File: src/rtl/hub75_bcm_driver.sv
// HUB75 LED panel scanner with binary-coded modulation of BPC bit planes.
// Ports: clk/rst (async high), enable, rd_addr/rd_data framebuffer read,
// H75_* panel pins, frame_start one-clk pulse at the line wrap.
module hub75_bcm_driver #(
    parameter int COLS     = 64,
    parameter int ROW_BITS = 5,
    parameter int BPC      = 4,
    parameter int CLK_DIV  = 27,
    parameter int BASE_OE  = 2
) (
    input  logic                               clk,
    input  logic                               rst,
    input  logic                               enable,
    output logic [ROW_BITS+$clog2(COLS)-1:0]   rd_addr,
    input  logic [6*BPC-1:0]                   rd_data,
    output logic                               H75_R1,
    output logic                               H75_G1,
    output logic                               H75_B1,
    output logic                               H75_R2,
    output logic                               H75_G2,
    output logic                               H75_B2,
    output logic                               H75_A,
    output logic                               H75_B,
    output logic                               H75_C,
    output logic                               H75_D,
    output logic                               H75_E,
    output logic                               H75_Clk,
    output logic                               H75_Lat,
    output logic                               H75_OE,
    output logic                               frame_start
);
    localparam int CB         = $clog2(COLS);
    localparam int SHIFT_LAST = 2 * COLS;
    localparam int SHOW_MAX   = BASE_OE << (BPC - 1);
    localparam int CNT_MAX    = (SHIFT_LAST > SHOW_MAX) ? SHIFT_LAST : SHOW_MAX;
    localparam int CW         = $clog2(CNT_MAX + 1);
    localparam int DW         = $clog2(CLK_DIV);
    localparam int PW         = (BPC > 1) ? $clog2(BPC) : 1;

    typedef enum logic [2:0] {
        IDLE, SHIFT, BLANK, LATCH_HI, LATCH_LO, SHOW
    } state_t;

    state_t              state_q;
    logic [DW-1:0]       div_q;
    logic [CW-1:0]       cnt_q;
    logic [ROW_BITS-1:0] line_q;
    logic [PW-1:0]       plane_q;
    logic [ROW_BITS-1:0] row_q;
    logic [5:0]          rgb_q;
    logic                clk_q;
    logic                lat_q;
    logic                oe_q;
    logic                fs_q;

    logic                tick;
    logic                last_plane;
    logic                wrap;
    logic                show_last;
    logic [PW-1:0]       plane_d;
    logic [ROW_BITS-1:0] line_d;
    logic [CB-1:0]       col;
    logic [ROW_BITS-1:0] aline;
    logic [4:0]          row5;

    assign tick       = (div_q == DW'(CLK_DIV - 1));
    assign last_plane = (plane_q == PW'(BPC - 1));
    assign plane_d    = last_plane ? '0 : plane_q + PW'(1);
    assign line_d     = last_plane ? line_q + ROW_BITS'(1) : line_q;
    assign wrap       = last_plane && (line_q == '1);
    assign show_last  = (cnt_q == (CW'(BASE_OE) << plane_q) - CW'(1));

    // Bit p of each channel; bit 5 is R1, bit 0 is B2.
    function automatic logic [5:0] pick(input logic [6*BPC-1:0] d,
                                        input logic [PW-1:0] p);
        logic [5:0] r;
        for (int j = 0; j < 6; j++) begin
            r[j] = d[j*BPC + int'(p)];
        end
        return r;
    endfunction

    // Address runs one column ahead of the shifter so the registered
    // framebuffer has a full tick to answer. During SHOW it already
    // points at column 0 of the position the next SHIFT will use.
    always_comb begin
        col   = '0;
        aline = line_q;
        if (state_q == SHIFT) begin
            col = CB'((cnt_q >> 1) + CW'(1));
        end
        if (state_q == SHOW) begin
            aline = line_d;
        end
    end

    assign rd_addr = {aline, col};

    always_ff @(posedge clk or posedge rst) begin
        if (rst) begin
            state_q <= IDLE;
            div_q   <= '0;
            cnt_q   <= '0;
            line_q  <= '0;
            plane_q <= '0;
            row_q   <= '0;
            rgb_q   <= '0;
            clk_q   <= 1'b0;
            lat_q   <= 1'b0;
            oe_q    <= 1'b1;
            fs_q    <= 1'b0;
        end else begin
            fs_q  <= 1'b0;
            div_q <= tick ? '0 : div_q + DW'(1);
            if (tick) begin
                unique case (state_q)
                    IDLE: begin
                        if (enable) begin
                            state_q <= SHIFT;
                            cnt_q   <= '0;
                            clk_q   <= 1'b0;
                            rgb_q   <= pick(rd_data, plane_q);
                        end
                    end
                    SHIFT: begin
                        if (cnt_q == CW'(SHIFT_LAST)) begin
                            state_q <= BLANK;
                            oe_q    <= 1'b1;
                        end else begin
                            cnt_q <= cnt_q + CW'(1);
                            if (!cnt_q[0]) begin
                                clk_q <= 1'b1;
                            end else begin
                                clk_q <= 1'b0;
                                // The tick after the last rising edge only
                                // returns the clock low.
                                if (cnt_q != CW'(SHIFT_LAST - 1)) begin
                                    rgb_q <= pick(rd_data, plane_q);
                                end
                            end
                        end
                    end
                    BLANK: begin
                        state_q <= LATCH_HI;
                        lat_q   <= 1'b1;
                        row_q   <= line_q;
                    end
                    LATCH_HI: begin
                        state_q <= LATCH_LO;
                        lat_q   <= 1'b0;
                    end
                    LATCH_LO: begin
                        state_q <= SHOW;
                        oe_q    <= 1'b0;
                        cnt_q   <= '0;
                    end
                    SHOW: begin
                        if (show_last) begin
                            oe_q    <= 1'b1;
                            plane_q <= plane_d;
                            line_q  <= line_d;
                            fs_q    <= wrap;
                            if (enable) begin
                                state_q <= SHIFT;
                                cnt_q   <= '0;
                                clk_q   <= 1'b0;
                                rgb_q   <= pick(rd_data, plane_d);
                            end else begin
                                state_q <= IDLE;
                            end
                        end else begin
                            cnt_q <= cnt_q + CW'(1);
                        end
                    end
                    default: state_q <= IDLE;
                endcase
            end
        end
    end

    assign row5        = 5'(row_q);
    assign H75_R1      = rgb_q[5];
    assign H75_G1      = rgb_q[4];
    assign H75_B1      = rgb_q[3];
    assign H75_R2      = rgb_q[2];
    assign H75_G2      = rgb_q[1];
    assign H75_B2      = rgb_q[0];
    assign H75_A       = row5[0];
    assign H75_B       = row5[1];
    assign H75_C       = row5[2];
    assign H75_D       = row5[3];
    assign H75_E       = row5[4];
    assign H75_Clk     = clk_q;
    assign H75_Lat     = lat_q;
    assign H75_OE      = oe_q;
    assign frame_start = fs_q;
endmodule

File: config.mk
export PLATFORM = sky130hd
export DESIGN_NAME = hub75_bcm_driver
export DESIGN_NICKNAME = d
export VERILOG_FILES = /design/src/rtl/hub75_bcm_driver.sv
export SDC_FILE = /design/constraint.sdc
export NUM_CORES = 1
export LEC_CHECK = 0
export ABC_CLOCK_PERIOD_IN_PS = 4600
export BUFFER_PORTS_ARGS = -buffer_cell sky130_fd_sc_hd__buf_2
export CORE_ASPECT_RATIO = 1.1
export CORE_MARGIN = 8
export CORE_UTILIZATION = 35
export CTS_BUF_LIST = sky130_fd_sc_hd__clkbuf_16
export DETAILED_ROUTE_END_ITERATION = 12
export GPL_TIMING_DRIVEN = 1
export PLACE_DENSITY = 0.64
export SLEW_MARGIN = 30
export SYNTH_ARGS = -nofsm -noshare
export SYNTH_HDL_FRONTEND = slang
export SYNTH_SLANG_ARGS = --single-unit
File: constraint.sdc
create_clock -name clk -period 4.6 [get_ports clk]
set_input_delay 0.46 -clock clk [delete_from_list [all_inputs] [get_ports clk]]
set_output_delay 0.46 -clock clk [all_outputs]
set_load 0.005 [all_outputs]
==> metrics.md <==
| Metric | Value |
|---|---|
| Status | `completed` |
| Cell variety after synth | `55` |
| Antenna violations before repair | `0` |
| Worst-path fanout max | `18` |
| DRT iter0 DRCs | `176` |
| Max-cap check violation count | `0` |
| Maximum achievable frequency | `0.299 GHz` |
| Setup crit end kind | `flop` |
| Reg power frac | `0.476` |
| Vert. Die Dim | `108 um` |
| Post-synthesis to final-layout area growth | `17.6%` |
| Async SR Flop Fraction | `1.00` |
| Number of DRC violations after detailed routing | `0` |
| Share of the core filled with cells | `0.427` |
| Ports placed on the boundary | `53` |
| Worst EP required | `4.79 ns` |
| Antenna Cells | `0` |
| Routing usage on met1 | `0.159` |
| Reg2Reg Setup Slack | `~1.3 ns` |
| Count of nets left with antenna violations after detail routing | `0` |
| CP max-delay cell | `dfrtp_1` |
| Final count of negative-setup-slack endpoints | `0` |
| Average instance area after synthesis | `~9.7 um2` |
| Cell area after layout | `3190 um2` |
| Switch Pwr | `171 uW` |
| Pwr per Cell Area | `about 230 nW/um2` |
| Worst r2r dst | `cnt_q[5]` |
| Tot GR Track Use | `0.127` |
| Part of the Yosys area used for sequential elements | `0.351` |
| Share of total power in the clock network | `0.431` |
| Hpwl dp | `5.06 mm` |
| Placed Cells | `423` |
| End point of the critical path | `cnt_q[5]` |
| Die area | `roughly 11000 um2` |
| Clock-pin slew on the worst setup and hold paths | `approximately 0.060 ns` |
| Area after DPL | `3050 um2` |
| Worst-Skew Late Latency | `0.28 ns` |
| Final Hold Violating Endpoints | `0` |
| Cell Chain, Critical Path | `inv_1 > ha_1 > inv_1 > ha_1 > xnor2_1 > nor4_1 > and2_0 > a41oi_1 > o221ai_1` |
| Ratio of cells with drive above 1 in the final layout | `0.282` |
| Source of the worst register-to-register timing path | `plane_q[0]` |
| Area of the placeable core | `7470 um2` |
| Pin count of the biggest net entering global routing | `39` |
| Final min period | `~3.3 ns` |
| Final-stage net count | `365` |
| Number of enable-type register cells in the synthesized netlist | `0` |
| Most common cell after layout, fill and taps aside | `buf_2` |
| Detailed-routing iteration count for the pre-antenna-repair pass | `4` |
| Signal arrival time at the worst endpoint | `3.53 ns` |
| Cell family with most CP delay | `simple AND/OR/NAND/NOR gates` |
| Maximum cell stage delay along the critical path | `roughly 0.82 ns` |
| Die extent in x | `99.9 um` |
| LEAKAGE | `0.00151 uW` |
| Maximum level of the CTS H-tree | `2` |
| Vias per std cell | `approximately 5.3` |
| Relative slew margins | `0.413` |
| Resized Gates After CTS | `0` |
| GP Congestion | `around 0.81` |
| Non-filler cells in the finished layout | `around 430` |
| Hold WS | `0.286 ns` |
| Count of buffers inserted at the top-level ports | `52` |
| Clock tree from TritonCTS | `built` |
| Count of cell instances traversed by the critical path | `9` |
| Clock sink count | `38` |
| WL per Instance | `15.4 um` |
| Buffers inserted by post-CTS timing repair | `0` |
| Slew at the pin with the worst max-slew slack | `0.879 ns` |
| Portion of total power attributed to combinational logic | `0.094` |
| Met2 layer usage reported by global route | `0.215` |
| Net count after synthesis | `321` |
| Post-Syn Instances | `281` |
| Met3 Track Usage GR | `0.0244` |
| Top flip-flop cell by instance count after synthesis | `dfrtp_1` |
| Total number of yosys warnings | `0` |
| Worst vdd ir | `138 uV` |
| Type of the setup path with the least slack | `reg -> reg` |
| Overall overflow remaining after global route | `0` |
| Unrepaired setup endpoints after global routing | `no` |
| Cell internal power dissipation | `approximately 570 uW` |
| Initial Util | `0.363` |
| Max-slew violation total from the final report | `0` |
| Fillcell total | `766` |
| Fraction of power spent switching nets | `0.230` |
| Most Crowded Layer GR | `met2` |
| Logic depth of the worst register-to-register path | `9` |
| Via count of the first global-routing pass | `~2300` |
| Leading cell types in the layout, fill and taps excluded | `52 x buf_2, 37 x dfrtp_1, 30 x nand2_1` |
| Post-synthesis instance area | `approximately 2700 um2` |
| Flop and latch count out of synthesis | `38` |
| First-pass GRT wire length | `11.2 mm` |
| Min-Delay Path Class | `in -> async` |
| Hold-fix buffer count after cts | `0` |
| Critical Path Start | `plane_q[0]` |
| Crit path launch type | `flop` |
| Standard-cell rows | `33` |
| Setup_tns | `0 ns` |
| Buffer depth of the longest clock path | `2` |
| Setup Skew | `slightly above 0.004 ns` |
| Routed vias | `between 2000 and 2500` |
| Share of the cycle needed by the critical path after routing | `0.726` |
| Total detailed-routing wirelength | `approximately 6.6 mm` |
| Number of clock buffers inserted by TritonCTS | `5` |
| Bufs and invs on worst path | `2` |
| CTS Root Cell | `clkbuf_16` |
synth_stat cells, types with 6 or more instances:
library cell / number / area (um2)
a21oi_1: 6 / 30.0
and3_1: 7 / 43.8
clkbuf_1: 14 / 52.6
dfrtp_1: 37 / 926
ha_1: 13 / 163
inv_1: 17 / 63.8
mux2_2: 16 / 180
mux4_2: 12 / 270
nand2_1: 30 / 113
nand3_1: 14 / 70.1
nor2_1: 22 / 82.6
o21ai_0: 10 / 50.1
xnor2_1: 13 / 114
cell families after synthesis:
logic type,after synthesis,synth area share
buf+inv,35,0.0489
simple gates,102,0.188
flops,38,0.351
fa+ha+maj,13,0.0600
mux,32,0.181
xor+xnor,18,0.0581
compound gates,43,0.113
cell type report:
type                       count  area, um2  share of cell area
clock buffer                   5        125              0.0392
sequential                    38        952               0.298
tap                          105        131              0.0412
inverter                      18       67.6              0.0212
clock inverter                 3       11.3             0.00353
multi-input combinational    208       1630               0.510
timing repair buffer          54        275              0.0863
stage by stage:
step,setup WS [ns],power (uW)
after floorplan,1.38,398
after global placement,1.39,427
after detailed placement,1.25,429
after CTS,1.21,751
after global routing,0.776,772
final,1.26,742
metal layers:
| metal | wire (um) | up-vias |
|---|---|---|
| li1 | - | 1101 |
| met1 | 2920 | 1122 |
| met2 | 3270 | 65 |
| met3 | 358 | 5 |
| met4 | 72 | 0 |
| met5 | 0 | - |
worst register-to-register path: cells and delay by family, from the launching register on:
kind                     cells  cell delay [ns]
AND/OR/NAND/NOR              2             0.92
AO/OA/AOI/OAI                2             0.66
XOR/XNOR                     1             0.13
adder cells (fa/ha/maj)      2             0.50
buffers and inverters        2             0.22
flip-flops                   1             0.82
power by group through the flow:
stage,clock (uW),combinational [uW],sequential (uW)
2_1_floorplan,0,46.3,352
3_3_place_gp,0,68.4,359
3_5_place_dp,0,70.4,359
4_1_cts,327,70.7,353
5_1_grt,339,78.7,354
6_report,320,69.5,353
how the worst min path moves through the flow:
| stage | slack (ns) | cells after the start | to | startpoint |
|---|---|---|---|---|
| 2_1_floorplan | 0.45 | 1 | div_q[0] | div_q[0] |
| 3_3_place_gp | 0.47 | 2 | H75_OE | H75_OE |
| 3_5_place_dp | 0.48 | 2 | H75_OE | H75_OE |
| 4_1_cts | 0.31 | 3 | div_q[0] | rst |
| 5_1_grt | 0.37 | 3 | div_q[0] | rst |
| 6_report | 0.29 | 3 | div_q[0] | rst |
registers in the layout, summed over array words and instances, names as in the netlist:
register / flops
H75_Clk: 1
H75_Lat: 1
H75_OE: 1
cnt_q: 8
div_q: 5
frame_start: 1
line_q: 5
plane_q: 2
rgb_q: 6
row5: 5
state_q: 3
Power figures use the tool's default switching activity.
